[src/rtl/s510_timing_sequencer_pkg.sv]
// Shared types and compare constants for the s510 timing sequencer.
package s510_timing_pkg;

    typedef enum logic [1:0] {
        StOff = 2'b00,
        StArm = 2'b01,
        StRun = 2'b10
    } state_e;

    localparam int unsigned CNT_W_DEF  = 10;
    localparam int unsigned PCNT_W_DEF = 8;

    localparam int unsigned CNT_10  = 10;
    localparam int unsigned CNT_13  = 13;
    localparam int unsigned CNT_21  = 21;
    localparam int unsigned CNT_44  = 44;
    localparam int unsigned CNT_45  = 45;
    localparam int unsigned CNT_261 = 261;
    localparam int unsigned CNT_272 = 272;
    localparam int unsigned CNT_283 = 283;
    localparam int unsigned CNT_284 = 284;
    localparam int unsigned CNT_509 = 509;
    localparam int unsigned CNT_511 = 511;
    localparam int unsigned CNT_567 = 567;
    localparam int unsigned CNT_591 = 591;

    localparam int unsigned PCNT_6   = 6;
    localparam int unsigned PCNT_12  = 12;
    localparam int unsigned PCNT_17  = 17;
    localparam int unsigned PCNT_27  = 27;
    localparam int unsigned PCNT_241 = 241;

endpackage

[src/rtl/s510_timing_sequencer_counter.sv]
// Clearable up-counter with wrap detect; forced to zero whenever run is low.
module timing_counter #(
    parameter int unsigned W = 8
) (
    input  logic         CK,
    input  logic         RST,
    input  logic         run,
    input  logic         clr,
    input  logic         inc,
    output logic [W-1:0] val,
    output logic         wrap
);

    logic [W-1:0] r_val;
    logic [W-1:0] w_val_nxt;

    // A clear in the same cycle suppresses the wrap, so wrap only fires on a real rollover.
    always_comb begin
        w_val_nxt = r_val;
        wrap      = 1'b0;
        if (!run || clr) begin
            w_val_nxt = '0;
        end else if (inc) begin
            w_val_nxt = r_val + 1'b1;
            wrap      = &r_val;
        end
    end

    always_ff @(posedge CK or posedge RST) begin
        if (RST) begin
            r_val <= '0;
        end else begin
            r_val <= w_val_nxt;
        end
    end

    assign val = r_val;

endmodule

[src/rtl/s510_timing_sequencer.sv]
// Line/pixel counter sequencer with compare strobes, run-control FSM and sticky wrap error.
module s510_timing_sequencer
    import s510_timing_pkg::*;
#(
    parameter int unsigned CNT_W  = CNT_W_DEF,
    parameter int unsigned PCNT_W = PCNT_W_DEF
) (
    input  logic              CK,
    input  logic              RST,
    input  logic              en,
    input  logic              csm,
    input  logic              pc,
    input  logic              pclr,
    input  logic              cclr,
    input  logic              err_clr,
    output logic              cnt10,
    output logic              cnt13,
    output logic              cnt21,
    output logic              cnt44,
    output logic              cnt45,
    output logic              cnt261,
    output logic              cnt272,
    output logic              cnt283,
    output logic              cnt284,
    output logic              cnt509,
    output logic              cnt511,
    output logic              cnt567,
    output logic              cnt591,
    output logic              pcnt6,
    output logic              pcnt12,
    output logic              pcnt17,
    output logic              pcnt27,
    output logic              pcnt241,
    output logic [CNT_W-1:0]  cnt_val,
    output logic [PCNT_W-1:0] pcnt_val,
    output logic [1:0]        state,
    output logic              err
);

    state_e r_state;
    state_e w_state_nxt;
    logic   r_err;
    logic   w_run;
    logic   w_wrap_c;
    logic   w_wrap_p;

    always_comb begin
        w_state_nxt = r_state;
        unique case (r_state)
            StOff: if (en) w_state_nxt = StArm;
            StArm: begin
                if (!en) begin
                    w_state_nxt = StOff;
                end else if (csm) begin
                    w_state_nxt = StRun;
                end
            end
            StRun: if (!en) w_state_nxt = StOff;
            default: w_state_nxt = StOff;
        endcase
    end

    // Dropping en in RUN zeroes both counters on the same edge that leaves RUN.
    assign w_run = (r_state == StRun) && en;

    always_ff @(posedge CK or posedge RST) begin
        if (RST) begin
            r_state <= StOff;
            r_err   <= 1'b0;
        end else begin
            r_state <= w_state_nxt;
            if (w_wrap_c || w_wrap_p) begin
                r_err <= 1'b1;
            end else if (err_clr) begin
                r_err <= 1'b0;
            end
        end
    end

    timing_counter #(
        .W (CNT_W)
    ) u_line_cnt (
        .CK   (CK),
        .RST  (RST),
        .run  (w_run),
        .clr  (cclr),
        .inc  (1'b1),
        .val  (cnt_val),
        .wrap (w_wrap_c)
    );

    timing_counter #(
        .W (PCNT_W)
    ) u_pix_cnt (
        .CK   (CK),
        .RST  (RST),
        .run  (w_run),
        .clr  (pclr),
        .inc  (pc),
        .val  (pcnt_val),
        .wrap (w_wrap_p)
    );

    assign cnt10   = (cnt_val == CNT_W'(CNT_10));
    assign cnt13   = (cnt_val == CNT_W'(CNT_13));
    assign cnt21   = (cnt_val == CNT_W'(CNT_21));
    assign cnt44   = (cnt_val == CNT_W'(CNT_44));
    assign cnt45   = (cnt_val == CNT_W'(CNT_45));
    assign cnt261  = (cnt_val == CNT_W'(CNT_261));
    assign cnt272  = (cnt_val == CNT_W'(CNT_272));
    assign cnt283  = (cnt_val == CNT_W'(CNT_283));
    assign cnt284  = (cnt_val == CNT_W'(CNT_284));
    assign cnt509  = (cnt_val == CNT_W'(CNT_509));
    assign cnt511  = (cnt_val == CNT_W'(CNT_511));
    assign cnt567  = (cnt_val == CNT_W'(CNT_567));
    assign cnt591  = (cnt_val == CNT_W'(CNT_591));

    assign pcnt6   = (pcnt_val == PCNT_W'(PCNT_6));
    assign pcnt12  = (pcnt_val == PCNT_W'(PCNT_12));
    assign pcnt17  = (pcnt_val == PCNT_W'(PCNT_17));
    assign pcnt27  = (pcnt_val == PCNT_W'(PCNT_27));
    assign pcnt241 = (pcnt_val == PCNT_W'(PCNT_241));

    assign state = r_state;
    assign err   = r_err;

endmodule

[config.mk]
export PLATFORM = sky130hd
export DESIGN_NAME = s510_timing_sequencer
export DESIGN_NICKNAME = d
export VERILOG_FILES = /design/src/rtl/s510_timing_sequencer_pkg.sv /design/src/rtl/s510_timing_sequencer_counter.sv /design/src/rtl/s510_timing_sequencer.sv
export SDC_FILE = /design/constraint.sdc
export NUM_CORES = 1
export LEC_CHECK = 0
export ABC_CLOCK_PERIOD_IN_PS = 4100
export CAP_MARGIN = 25
export CORE_ASPECT_RATIO = 0.75
export CORE_UTILIZATION = 50
export CTS_BUF_LIST = sky130_fd_sc_hd__clkbuf_8
export DETAILED_ROUTE_END_ITERATION = 6
export HOLD_SLACK_MARGIN = 0.05
export PLACE_DENSITY = 0.84
export SYNTH_ARGS = -nofsm -noshare
export SYNTH_HDL_FRONTEND = slang
export SYNTH_SLANG_ARGS = --single-unit
[constraint.sdc]
create_clock -name CK -period 4.1 [get_ports CK]
set_input_delay 0.41 -clock CK [delete_from_list [all_inputs] [get_ports CK]]
set_output_delay 0.41 -clock CK [all_outputs]
set_load 0.01 [all_outputs]
# Word-level counts from Yosys, hierarchy flattened

Index checks and enable logic that the tools add are counted.

Register bits: 21
Logic and storage cells: 53

$add $sub $neg: 2
Equal/unequal tests: 23
Muxes and demuxes: 13
Reduce and logical (&&, ||, !) cells: 11

Operators with widths:

| kind                    | count |
|---|---|
| $eq A10 B9 Y1 const B   | 6 |
| $eq A10 B10 Y1 const B  | 2 |
| $eq A10 B4 Y1 const B   | 2 |
| $eq A10 B6 Y1 const B   | 2 |
| $eq A8 B5 Y1 const B    | 2 |
| $mux W8                 | 2 |
| $add A10 B1 Y10 const B | 1 |
| $eq A10 B5 Y1 const B   | 1 |
| $mux W10                | 1 |
| $reduce_and A10 Y1      | 1 |
| $add A8 B1 Y8 const B   | 1 |
| $eq A8 B3 Y1 const B    | 1 |
| $eq A8 B4 Y1 const B    | 1 |
| $eq A8 B8 Y1 const B    | 1 |
| $mux W2                 | 4 |
| $reduce_and A8 Y1       | 1 |
| $pmux W2 S3             | 1 |
| $mux W1                 | 5 |
| $ne A2 B2 Y1 const B    | 2 |
| $reduce_bool A2 Y1      | 2 |
| $logic_or A1 B1 Y1      | 3 |
| $ne A3 B3 Y1 const B    | 1 |
| $reduce_and A3 Y1       | 1 |
| $eq A2 B1 Y1 const B    | 1 |
| 4 further kinds         | 4 |

# Logic depth before layout (Yosys ltp)

Word-level depth: 7
Depth in mapped cells: 4
Mapped depth without buffers: 4

# By module

A second synthesis with hierarchy kept.

Cells, all modules: 148
Area total of the unflattened synthesis: 1,400.1 um2

By module, submodules not included:

| module                      | instances | cells each | area an instance (um2) | seq. area each (um2) |
|---|---|---|---|---|
| timing_counter (u_line_cnt) | 1         | 52         | 519.2                  | 250.2 |
| s510_timing_sequencer       | 1         | 57         | 489.2                  | 75.1 |
| timing_counter (u_pix_cnt)  | 1         | 39         | 391.6                  | 200.2 |

# Worst setup path after synthesis

OpenSTA, ideal clock, no wires.

Kind: register to output
Start: register u_line_cnt.r_val[6], in the netlist u_line_cnt.val[6]
End: output port cnt10
Arrival: 1,593 ps
Path slack: 2,097 ps
Cell stages (with the launch flop): 3
Path buffers: 0
Cell sequence: dfrtp_1 or4_2 nor4_1

Longest elaborated chain between the ends: 1

RTL lines:

| what                   | RTL line                            | source |
|---|---|---|
| start, declared        | s510_timing_sequencer_counter.sv:14 | `logic [W-1:0] r_val;` |
| start signal, assigned | s510_timing_sequencer_counter.sv:33 | `r_val <= w_val_nxt;` |
| $eq A10 B4 Y1          | s510_timing_sequencer.sv:104        | `assign cnt10 = (cnt_val == CNT_W'(CNT_10));` |
| end, declared          | s510_timing_sequencer.sv:16         | `output logic cnt10,` |

No other way between the ends.

# Worst setup path in the final report

Start: register u_line_cnt.r_val[6], in the netlist u_line_cnt.val[6]
End: output port cnt13

Longest elaborated chain between the ends: 1

RTL lines:

| what          | RTL line                     | source |
|---|---|---|
| $eq A10 B4 Y1 | s510_timing_sequencer.sv:105 | `assign cnt13 = (cnt_val == CNT_W'(CNT_13));` |
| end, declared | s510_timing_sequencer.sv:17  | `output logic cnt13,` |

No other way between the ends.

==> run metrics <==
Cell Rows=15; Port-buffer cells=46; layout cells sized above 1=0.0455; CTS root buf=clkbuf_8; post-layout min period=about 2800 ps; cell area power density=201 mW/mm2; hpwl dp=2520 um; Pleak=~0.70 nW; crit path max fanout=10; P&R area growth vs syn=37.4%; worst-skew pair later-pin latency=approximately 270 ps; worst slew pin tran=between 900 and 1000 ps; number of maximum-capacitance violations=0; DRT Wirelength=about 3300 um; post-place setup slack=between 1500 and 2000 ps; die area=around 0.0029 mm2; Hold Path Depth=1; HP Class=flip-flop to flip-flop; via count of the first global-routing pass=1146; die width=62.2 um; clock buffer depth=2; Seq/Total Area, Yosys=0.386; Worst Hold Launch=err$_DFFE_PP0P_; Mapped Cells=156; total grt overflow=0; post-layout instance area=0.00187 mm2; final core utilization=0.766; Crit path arrival time=2380 ps; count of final setup violators=0; syn_nets=around 170; TritonCTS Sinks=21; largest net degree at the start of global routing=22; max-slew violations=0; Critical Path Source Type=flip-flop; Fillers=176; diodes inserted=0; fmax=approximately 0.36 GHz; Hold Crit Endpoint=err$_DFFE_PP0P_; placer congestion estimate=between 0.8 and 0.9; total vias in the final route=around 1300; status=finished clean; initial antenna violation count=0; synth warn=0; dpl cells=roughly 230; Yosys reg bits=21; total track usage=0.246; Max Clock Skew=5.15 ps; R2R cell count=3; Slew Limit Headroom=0.372; Peak VDD IR=~0.22 mV; fin nets=between 200 and 250; H-tree Lvls=1; io pins=47; core area=about 0.0024 mm2; Post-CTS Resized=0; Clock Pin Slew Worst Setup and Hold Paths=about 80 ps; average cell area after synthesis=around 8.7 um2; Starting Density=0.557; post-CTS setup buffer count=0; Distinct cells, synth=38; FF-to-FF Start=u_line_cnt.val[2]$_DFF_PP0_; Final ANT Viol Nets=0; Final Hold Violating Endpoints=0; Placed Area=0.00182 mm2; Setup TNS=0 ps; routed wire length per instance=14.4 um; Die Y=47.2 um; critical path type=flip-flop to primary output; Post-Layout Cell Count=roughly 230; R2R Path End=u_line_cnt.val[7]$_DFF_PP0_; Cell Area, Synth=between 0.001 and 0.0015 mm2; Worst R2R Setup Slack=2280 ps; Remaining DRCs=0; vias per cell=about 5.6; final worst setup slack=around 1300 ps; Tcrit/Tclk final=0.679; CTS tree=yes; RSZ-0062 raised after global routing=false; initial detailed-routing violation count=92; Num CTS Buffers=3; TritonRoute pass-1 iters=4; global-route wire length before repair=about 5400 um; Worst EP required=approximately 3700 ps; hold buffers post-CTS=0; Critical Path End Type=primary output
## final cells by class
class | instances | area [um2] | area share
multi-input cells | 117 | 757 | 0.405
inverters | 10 | 37.5 | 0.0201
flip-flops and latches | 21 | 526 | 0.281
well taps | 34 | 42.5 | 0.0228
repair buffers | 46 | 460 | 0.246
clock buffers | 3 | 41.3 | 0.0221
clock inverters | 1 | 5.00 | 0.00268
## routing by layer
| metal | global-route usage | wire [um] |
|---|---|---|
| met4 | 0.0698 | 14 |
| met5 | 0 | 0 |
| met1 | 0.344 | 1610 |
| met2 | 0.391 | 1560 |
| met3 | 0.0558 | 162 |
## critical path: stages, from the launching register on
cell and delay (ps):
dfrtp_1 470, or4_2 750, nor4_1 280, clkdlybuf4s50_1 610
## cell usage after synthesis (all sizes together)
| cell type | number | area share |
|---|---|---|
| dfrtp | 21 | 0.39 |
| nor2 | 18 | 0.050 |
| nand2 | 15 | 0.041 |
| inv | 10 | 0.028 |
| ha | 8 | 0.074 |
| nor3 | 8 | 0.029 |
| a21oi | 7 | 0.026 |
| nand3 | 7 | 0.026 |
| clkbuf | 5 | 0.014 |
| nor4 | 5 | 0.023 |
| nand2b | 4 | 0.018 |
| nand4 | 4 | 0.018 |
| o21ai | 4 | 0.015 |
| or3 | 4 | 0.019 |
| xnor2 | 4 | 0.026 |
| buf | 3 | 0.016 |
| mux2i | 3 | 0.022 |
| nand3b | 3 | 0.017 |
| or4 | 3 | 0.017 |
| xor2 | 3 | 0.019 |
| and3 | 2 | 0.010 |
| nand4bb | 2 | 0.017 |
| nor4b | 2 | 0.024 |
| o31ai | 2 | 0.011 |
| a211o | 1 | 0.0064 |
| a211oi | 1 | 0.0055 |
| and2 | 1 | 0.0046 |
| and4 | 1 | 0.0064 |
| nor2b | 1 | 0.0046 |
| nor3b | 1 | 0.0055 |
| nor4bb | 1 | 0.0074 |
| or2 | 1 | 0.0064 |
| or4b | 1 | 0.0074 |
## worst max path at each step
| stage | start | end | slack (ps) |
|---|---|---|---|
| 2_1_floorplan | u_line_cnt.val[6]$_DFF_PP0_ | cnt10 | 2100 |
| 3_3_place_gp | u_line_cnt.val[6]$_DFF_PP0_ | cnt272 | 1620 |
| 3_5_place_dp | u_line_cnt.val[6]$_DFF_PP0_ | cnt272 | 1620 |
| 4_1_cts | u_line_cnt.val[6]$_DFF_PP0_ | cnt272 | 1310 |
| 5_1_grt | u_line_cnt.val[6]$_DFF_PP0_ | cnt272 | 1210 |
| 6_report | u_line_cnt.val[6]$_DFF_PP0_ | cnt13 | 1310 |
## kinds of logic (layout without fill, tap and decap cells)
kind of cell | count (synthesis) | in the layout | share of synthesized area
simple gates | 84 | 84 | 0.352
buf+inv | 18 | 60 | 0.0570
compound gates | 15 | 15 | 0.0635
flops | 21 | 21 | 0.386
mux | 3 | 3 | 0.0221
xor+xnor | 7 | 7 | 0.0451
fa+ha+maj | 8 | 8 | 0.0736
## power breakdown
group / leakage [nW] / internal (mW) / total, mW / switching [mW]
Sequential: 0.291 / 0.209 / 0.212 / 0.00303
Clock: 0.0255 / 0.0679 / 0.141 / 0.0727
Combinational: 0.383 / 0.0128 / 0.0239 / 0.0111
## cell usage in the layout, fill, tap and decap left out, types with 2 or more instances in the layout
cell type and n:
nand2_1 15, nor4_1 5, or4_1 2, nand4bb_1 2, o21ai_0 4, nand4_1 4
xor2_1 3, mux2i_1 3, dfrtp_1 21, a21oi_1 7, o31ai_1 2, nand3b_1 3
xnor2_1 4, nand3_1 7, nand2b_1 4, nor3_1 8, clkdlybuf4s50_1 46, nor2_1 18
clkbuf_8 3, or3_1 3, inv_1 10, ha_1 8
## state kept, by name, indices dropped and copies added, names as in the netlist
name	cells
err	1
u_pix_cnt.val	8
u_line_cnt.val	10
state	2
## through the flow
step	hold slack (ps)	power, mW
4_1_cts	517	0.377
3_5_place_dp	500	0.240
3_3_place_gp	490	0.239
6_report	515	0.376
5_1_grt	533	0.390
2_1_floorplan	387	0.225
Power figures use the tool's default switching activity.
